$ cat config.mk
export PLATFORM = sky130hd
export DESIGN_NAME = pipeline_mem_port
export DESIGN_NICKNAME = d
export VERILOG_FILES = /design/src/rtl/mem_pkg.sv /design/src/rtl/mem_lane_align.sv /design/src/rtl/pipeline_mem_port.sv
export SDC_FILE = /design/constraint.sdc
export NUM_CORES = 1
export LEC_CHECK = 0
export CAP_MARGIN = 5
export CORE_ASPECT_RATIO = 1.5
export CORE_MARGIN = 10
export CORE_UTILIZATION = 36
export CTS_CLUSTER_DIAMETER = 80
export DETAILED_ROUTE_END_ITERATION = 8
export PLACE_DENSITY = 0.65
export SYNTH_ARGS = -nofsm -noshare
export SYNTH_HDL_FRONTEND = slang
export SYNTH_HIERARCHICAL = 1
export SYNTH_SLANG_ARGS = --single-unit
$ cat constraint.sdc
create_clock -name clk -period 3.35 [get_ports clk]
set_input_delay 0.5025 -clock clk [delete_from_list [all_inputs] [get_ports clk]]
set_output_delay 0.5025 -clock clk [all_outputs]
set_load 0.005 [all_outputs]
$ cat src/rtl/mem_pkg.sv
// Shared definitions for the MEM-stage data-memory port: access size encodings,
// FSM state type, default bus timeout and the alignment rule.
package mem_pkg;

    localparam logic [1:0] SZ_BYTE = 2'b00;
    localparam logic [1:0] SZ_HALF = 2'b01;
    localparam logic [1:0] SZ_WORD = 2'b10;

    localparam int TIMEOUT_DEFAULT = 256;

    typedef enum logic [1:0] {
        ST_IDLE = 2'b00,
        ST_BUSY = 2'b01,
        ST_RESP = 2'b10
    } memState_e;

    // Illegal size 2'b11 is reported as misaligned so it never reaches the bus.
    function automatic logic isAligned(input logic [1:0] size, input logic [1:0] addrLow);
        logic ok;
        case (size)
            SZ_BYTE: ok = 1'b1;
            SZ_HALF: ok = ~addrLow[0];
            SZ_WORD: ok = (addrLow == 2'b00);
            default: ok = 1'b0;
        endcase
        return ok;
    endfunction

endpackage

$ cat src/rtl/mem_lane_align.sv
// Byte-lane steering for a 32-bit little-endian bus: byte enables, store-data
// replication and load-data shift with sign/zero extension. Purely combinational.
module mem_lane_align
    import mem_pkg::*;
#(
    parameter int DATA_W = 32
) (
    input  logic [1:0]        size_i,
    input  logic [1:0]        addrLow_i,
    input  logic              isSigned_i,
    input  logic [DATA_W-1:0] wdata_i,
    input  logic [DATA_W-1:0] rword_i,
    output logic [3:0]        byteEn_o,
    output logic [DATA_W-1:0] wdataRep_o,
    output logic [DATA_W-1:0] rdata_o
);

    logic [DATA_W-1:0] shifted;

    always_comb begin
        byteEn_o   = 4'b0000;
        wdataRep_o = '0;
        case (size_i)
            SZ_BYTE: begin
                byteEn_o   = 4'b0001 << addrLow_i;
                wdataRep_o = {4{wdata_i[7:0]}};
            end
            SZ_HALF: begin
                byteEn_o   = 4'b0011 << addrLow_i;
                wdataRep_o = {2{wdata_i[15:0]}};
            end
            SZ_WORD: begin
                byteEn_o   = 4'b1111;
                wdataRep_o = wdata_i;
            end
            default: begin
                byteEn_o   = 4'b0000;
                wdataRep_o = '0;
            end
        endcase
    end

    // The addressed byte/half is moved down to bit 0 before extension.
    always_comb begin
        shifted = rword_i >> {addrLow_i, 3'b000};
        rdata_o = '0;
        case (size_i)
            SZ_BYTE: rdata_o = {{24{isSigned_i & shifted[7]}}, shifted[7:0]};
            SZ_HALF: rdata_o = {{16{isSigned_i & shifted[15]}}, shifted[15:0]};
            SZ_WORD: rdata_o = shifted;
            default: rdata_o = '0;
        endcase
    end

endmodule

$ cat src/rtl/pipeline_mem_port.sv
// MEM-stage data-memory port: req/ack bus handshake with sized, aligned loads/stores,
// misalignment detection and a bus timeout; stalls the pipeline while an access is in flight.
module pipeline_mem_port
    import mem_pkg::*;
#(
    parameter int ADDR_W  = 32,
    parameter int DATA_W  = 32,
    parameter int TIMEOUT = TIMEOUT_DEFAULT
) (
    input  logic              clk,
    input  logic              reset,
    input  logic              iValid,
    input  logic              iRead,
    input  logic              iWrite,
    input  logic [1:0]        iSize,
    input  logic              iSigned,
    input  logic [ADDR_W-1:0] iAddr,
    input  logic [DATA_W-1:0] iWriteData,
    output logic              oStall,
    output logic              oValid,
    output logic [DATA_W-1:0] oReadData,
    output logic              oMisaligned,
    output logic              oBusError,
    output logic              oBusReq,
    output logic              oBusWe,
    output logic [ADDR_W-1:0] oBusAddr,
    output logic [3:0]        oBusByteEn,
    output logic [DATA_W-1:0] oBusWData,
    input  logic              iBusAck,
    input  logic [DATA_W-1:0] iBusRData,
    input  logic              iBusErr
);

    localparam int               CNT_W    = $clog2(TIMEOUT);
    localparam logic [CNT_W-1:0] CNT_LAST = CNT_W'(TIMEOUT - 1);

    memState_e         state_q, state_d;
    logic [CNT_W-1:0]  cnt_q, cnt_d;
    logic [ADDR_W-1:0] addr_q, addr_d;
    logic [1:0]        size_q, size_d;
    logic              isSigned_q, isSigned_d;
    logic              we_q, we_d;
    logic [DATA_W-1:0] wdata_q, wdata_d;
    logic [DATA_W-1:0] rdata_q, rdata_d;
    logic              err_q, err_d;

    logic              accessReq;
    logic              aligned;
    logic [3:0]        laneByteEn;
    logic [DATA_W-1:0] laneWData;
    logic [DATA_W-1:0] laneRData;

    mem_lane_align #(
        .DATA_W(DATA_W)
    ) u_lane (
        .size_i    (size_q),
        .addrLow_i (addr_q[1:0]),
        .isSigned_i(isSigned_q),
        .wdata_i   (wdata_q),
        .rword_i   (rdata_q),
        .byteEn_o  (laneByteEn),
        .wdataRep_o(laneWData),
        .rdata_o   (laneRData)
    );

    // Gating with reset keeps every output low while reset is held, even with iValid high.
    assign accessReq = iValid & (iRead | iWrite) & reset;
    assign aligned   = isAligned(iSize, iAddr[1:0]);

    always_ff @(posedge clk or negedge reset) begin
        if (!reset) begin
            state_q    <= ST_IDLE;
            cnt_q      <= '0;
            addr_q     <= '0;
            size_q     <= SZ_BYTE;
            isSigned_q <= 1'b0;
            we_q       <= 1'b0;
            wdata_q    <= '0;
            rdata_q    <= '0;
            err_q      <= 1'b0;
        end else begin
            state_q    <= state_d;
            cnt_q      <= cnt_d;
            addr_q     <= addr_d;
            size_q     <= size_d;
            isSigned_q <= isSigned_d;
            we_q       <= we_d;
            wdata_q    <= wdata_d;
            rdata_q    <= rdata_d;
            err_q      <= err_d;
        end
    end

    always_comb begin
        state_d     = state_q;
        cnt_d       = cnt_q;
        addr_d      = addr_q;
        size_d      = size_q;
        isSigned_d  = isSigned_q;
        we_d        = we_q;
        wdata_d     = wdata_q;
        rdata_d     = rdata_q;
        err_d       = err_q;
        oStall      = 1'b0;
        oValid      = 1'b0;
        oReadData   = '0;
        oMisaligned = 1'b0;
        oBusError   = 1'b0;
        oBusReq     = 1'b0;
        oBusWe      = 1'b0;
        oBusAddr    = '0;
        oBusByteEn  = 4'b0000;
        oBusWData   = '0;

        case (state_q)
            ST_IDLE: begin
                if (accessReq && aligned) begin
                    oStall     = 1'b1;
                    addr_d     = iAddr;
                    size_d     = iSize;
                    isSigned_d = iSigned;
                    we_d       = iWrite;
                    wdata_d    = iWriteData;
                    cnt_d      = '0;
                    state_d    = ST_BUSY;
                end else if (accessReq) begin
                    oMisaligned = 1'b1;
                end
            end
            ST_BUSY: begin
                oStall     = 1'b1;
                oBusReq    = 1'b1;
                oBusWe     = we_q;
                oBusAddr   = {addr_q[ADDR_W-1:2], 2'b00};
                oBusByteEn = laneByteEn;
                oBusWData  = laneWData;
                // An ack in the final counted cycle still wins over the timeout.
                if (iBusAck) begin
                    rdata_d = iBusRData;
                    err_d   = iBusErr;
                    state_d = ST_RESP;
                end else if (cnt_q == CNT_LAST) begin
                    rdata_d = '0;
                    err_d   = 1'b1;
                    state_d = ST_RESP;
                end else begin
                    cnt_d = cnt_q + CNT_W'(1);
                end
            end
            ST_RESP: begin
                oValid    = 1'b1;
                oBusError = err_q;
                oReadData = we_q ? '0 : laneRData;
                cnt_d     = '0;
                state_d   = ST_IDLE;
            end
            default: begin
                state_d = ST_IDLE;
            end
        endcase
    end

endmodule

**Word level (Yosys, flattened, before mapping)**

Cells that the tools add are included.

- $add $sub $neg: 1
- Equal/unequal tests: 11
- Shifts and indexed selects: 3
- Multiplexer cells: 30
- Bitwise gates (word level): 6
- Reductions and logical operators: 11

Operators by type and width:

| cell | count |
|---|---|
| $mux W32 | 6 |
| $pmux W32 S3 | 2 |
| $shr A32 B5 Y32 | 1 |
| $mux W8 | 3 |
| $pmux W8 S3 | 1 |
| $pmux W4 S3 | 1 |
| $mux W1 | 10 |
| $add A8 B1 Y8 const B | 1 |
| $eq A8 B8 Y1 const B | 1 |
| $logic_not A2 Y1 | 4 |
| $eq A2 B1 Y1 const B | 3 |
| $eq A2 B2 Y1 const B | 3 |
| $mux W2 | 3 |
| $ne A2 B2 Y1 const B | 3 |
| $reduce_and A2 Y1 | 3 |
| $and A1 B1 Y1 | 4 |
| $mux W4 | 1 |
| $pmux W2 S2 | 1 |
| $reduce_and A4 Y1 | 1 |
| $shl A1 B2 Y4 const A | 1 |
| $shl A2 B2 Y4 const A | 1 |
| $ne A3 B3 Y1 const B | 1 |
| $pmux W1 S3 | 1 |
| $reduce_bool A3 Y1 | 1 |
| other kinds (5) | 5 |

- Bits in registers: 111
- Output and inout bits: 106
- Logic and storage cells: 71

**Logic depth before layout (Yosys ltp)**

- Depth in word-level cells: 6
- Mapped depth: 8
- Gate-level depth less buffers: 6

**Cells and area by module**

The synthesis kept the hierarchy.

By module, submodules not included:

| module | times used | cells an instance | area each (um^2) |
|---|---|---|---|
| pipeline_mem_port | 1 | 397 | 4974.8 |
| mem_lane_align | 1 | 189 | 1209.9 |

**Worst setup path before layout**

OpenSTA, ideal clock, no wires.

- Path kind: register -> output
- Start point: register addr_q[0]
- End point: output oReadData[23]
- Arrival: 1.615 ns
- Setup slack: 1.233 ns
- Cell stages (with the launch flop): 7
- Path buffers: 1
- Path through: dfrtp_1 -> mux2_1 -> mux2_4 -> o211ai_2 -> buf_6 -> o21ai_2 -> and2_1

- Word-level cells in the longest chain between the ends: 5

RTL lines:

| element | line | text |
|---|---|---|
| start: declaration | pipeline_mem_port.sv:39 | `logic [ADDR_W-1:0] addr_q, addr_d;` |
| start signal: assignment | pipeline_mem_port.sv:84 | `addr_q <= addr_d;` |
| $shr A32 B5 Y32 (*) | mem_lane_align.sv:45 | `shifted = rword_i >> {addrLow_i, 3'b000};` |
| $and A1 B1 Y1, on equally long branches | mem_lane_align.sv:49, mem_lane_align.sv:48 |  |
| $pmux W32 S3 (*) | mem_lane_align.sv:47 | `case (size_i)` |
| net laneRData[23] | pipeline_mem_port.sv:51 | `logic [DATA_W-1:0] laneRData;` |
| $mux W32 (*) | pipeline_mem_port.sv:153 | `oReadData = we_q ? '0 : laneRData;` |
| $mux W32 (*) | pipeline_mem_port.sv:115 | `case (state_q)` |
| end: declaration | pipeline_mem_port.sv:21 | `output logic [DATA_W-1:0] oReadData,` |

Mark *: on every way through the listed nets, which the timed path passes. The rest lies on a longest branch.

**Worst setup path after layout**

- Start point: register addr_q[0]
- End point: output oReadData[8]

- Word-level cells in the longest chain between the ends: 5

RTL lines:

| element | line | text |
|---|---|---|
| $shr A32 B5 Y32 (*) | mem_lane_align.sv:45 |  |
| $and A1 B1 Y1 | mem_lane_align.sv:48 | `SZ_BYTE: rdata_o = {{24{isSigned_i & shifted[7]}}, shifted[7:0]};` |
| $pmux W32 S3 (*) | mem_lane_align.sv:47 |  |
| net laneRData[8] | pipeline_mem_port.sv:51 |  |
| $mux W32 (*) | pipeline_mem_port.sv:153 |  |
| $mux W32 (*) | pipeline_mem_port.sv:115 |  |

Marks and branches as above.

==> impl_metrics.yaml <==
run_status:
  outcome: "complete, no violations"
yosys:
  synthArstFlopShare_pct: 100.0
  yosysMostFrequentCell: "dfrtp_1"
  yosysUniqueCellTypes: 49
  yosysWarnings: 6
  synthTopCellsByArea: "dfrtp_1 45%, mux2_2 12%, and2_1 10%, a22o_1 4.5%, mux2_4 2.7%"
  yosysSeqAreaShare_pct: 44.91
  netlist_area_mm2: 0.006185
  ys.flop_type: "dfrtp_1"
  syn_inst: 586
  synth-edff-count: 0
  synthTopCellsByCount: "111 x dfrtp_1, 102 x and2_1, 66 x mux2_2, 33 x nand2_1, 32 x a22o_1"
  synth_seq_cells: 111
  synth_top_area_share_pct: 44.91
  yosys.area.top_type: "dfrtp_1"
  syn_avg_cell_area_um2: 10.55
global_routing:
  antenna_found_initial: 0
  grt_pass1_vias: 5444
  grt_pass1_wl_mm: 31.31
  gr-total-overflow: 0
  grtUsageTotal_pct: 16.96
  grt_start_max_net_pins: 70
timing:
  drv_slew: 0
  finalWorstSetupSlack_ns: 0.1264
  hold_viol: 0
  tightest_slew_ns: 0.8495
  grt_setup_unrepaired: "false"
  max_freq_mhz: 310.2
  fin_crit_sh_pct: 96.23
  slew_headroom_pct: 43.11
  fin_tns_setup_ns: 0
  finalCriticalPeriod_ns: 3.224
  clock_skew_ns: 0.008962
  setup_viol: 0
clock_tree:
  post-cts-setup-buffers: 0
  cts_tree: "yes"
  clock-root-buffer: "clkbuf_16"
  cts_buffers: 9
  cts.clk_slew.worst_paths_ns: 0.08
  cts_buffer_depth: 2
  htree_num_levels: 3
  cts_sinks: 111
  worstSkewPairLatency_ns: 0.36
  hold_buffers: 0
placement:
  port_buffers: 209
  hpwl_mm: 15.06
  place_congestion: 0.8568
  dp_worst_setup_slack_ns: 0.4432
pwr:
  ir_drop_mv: 0.3114
  powerDensity_mw_per_mm2: 559.9
  power.share.sequential_pct: 42.7
  p_int_mw: 3.270
  leakagePower_nw: 3.872
  clkPwrFrac_pct: 21.2
  p_sw_share_pct: 33.37
  combPwrFrac_pct: 36.2
  switching_power_mw: 1.638
  power_mw: 4.907
layout:
  finish.utilization_pct: 52.06
  fill_cells: 1546
  antenna_cells: 0
  drive_above_1_share_pct: 15.62
  synthToLayoutAreaGrowth_pct: 41.72
  nets: 883
route:
  via_per_inst: 5.177
  ant_nets: 0
  dr.pass1.iters: 5
  vias: 5130
  routed_wl_mm: 19.85
  drt_iter0_drc: 379
  drcViolationCount: 0
  wl_per_cell_um: 20.03
critical_path:
  worstReg2RegEnd: "cnt_q[5]"
  startpoint_type: "flip-flop"
  rr_startpoint: "cnt_q[0]"
  path_class: "flip-flop to output pin"
  worst_setup_path_end_kind: "output pin"
  cp_data_required_time_ns: 2.85
  cp_max_fo: 13
  ff2ff_setup_slack_ns: 1.13
  worst-r2r-cell-count: 5
  arrival_ns: 2.72
run:
  maxCapViolations: 0
floorplanning:
  fp.dieArea_mm2: 0.02293
  die_height_um: 180.5
  initial_core_util_pct: 36.73
  core_mm2: 0.01684
  pin_count: 212
  die_x_um: 127.0
  fp-row-count: 58
hold_path:
  min-delay-path-class: "primary input to asynchronous set/reset pin"
## routing by layer
layer	GRT usage, %	vias up	share of wire (%)
met3	6.920	27	9.2
met1	18.34	2466	39
li1	-	2427	-
met2	29.06	210	50
met4	5.756	0	2.3
met5	0	-	0
## cell type report
type / count / area [um2] / area share, %
clock buffers: 10 / 229.0 / 2.612
multi-input cells: 415 / 3153 / 35.97
inverters: 14 / 52.55 / 0.5996
clock inverters: 6 / 55.05 / 0.6281
well taps: 210 / 262.8 / 2.998
repair buffers: 225 / 2235 / 25.50
flip-flops and latches: 111 / 2778 / 31.69
## placed cells by master (no fill, tap or decap), drive strengths merged, types with 4 or more instances in the layout
cell type	instances
and2	102
dfrtp	111
nand3	4
nand2b	4
a221o	8
a21oi	5
nor2b	8
a211oi	15
nor3	5
nor2	27
nand2	33
mux2i	16
clkbuf	10
inv	16
mux2	78
a211o	4
o31ai	4
a21o	19
clkdlybuf4s50	208
o21ai	18
buf	17
a22o	32
## state kept, by name, summed over array words and instances (netlist names)
name        cells
we_q            1
wdata_q        32
addr_q         32
rdata_q        32
state_q         2
size_q          2
cnt_q           8
err_q           1
isSigned_q      1
## repair_timing
action / CTS / global route
endpoints found under the hold margin: 0 / 0
endpoints found under the setup margin: 0 / 12
resized for setup: 0 / 2
## stage by stage
stage	cells	instance area, um2	hold slack [ns]
finish	991	8765	0.3253
global route	991	8765	0.3722
CTS	991	8752	0.3490
detailed placement	975	8468	0.4853
global placement	975	8468	0.4795
floorplan	587	6188	0.2069
## logic make-up after synthesis
kind of cell / Yosys count / share of synthesized area, %
compound gates: 115 / 14.40
xor+xnor: 1 / 0.1416
fa+ha+maj: 1 / 0.2023
buf+inv: 61 / 4.613
flops: 111 / 44.91
mux: 94 / 17.46
other cells: 1 / 0.06063
simple gates: 202 / 18.21
## power by group through the flow
stage	Sequential, mW	Clock (mW)	Combinational (mW)
6_report	2.09	1.04	1.78
5_1_grt	2.15	1.13	1.95
2_1_floorplan	1.96	0	1.23
3_3_place_gp	2.09	0	1.73
3_5_place_dp	2.11	0	1.77
4_1_cts	2.09	1.08	1.78
## worst max-delay path: stages (launching register included)
cell and delay (ns):
dfrtp_1 0.41, buf_4 0.22, mux2i_2 0.34, a2bb2oi_1 0.33, nor2_1 0.18, a221o_1 0.30, and2_1 0.14, clkdlybuf4s50_1 0.45
## worst max path at each step
| stage | startpoint | endpoint | slack, ns | depth (start not counted) |
|---|---|---|---|---|
| after global routing | addr_q[0] | oReadData[13] | 0.006 | 7 |
| after global placement | iSize[0] | oMisaligned | 0.46 | 5 |
| after CTS | addr_q[0] | oReadData[8] | 0.07 | 7 |
| after floorplan | addr_q[0] | oReadData[23] | 1.23 | 6 |
| final | addr_q[0] | oReadData[8] | 0.13 | 7 |
| after detailed placement | iSize[0] | oMisaligned | 0.44 | 5 |
Note: power is estimated with default switching activity, not from simulation.
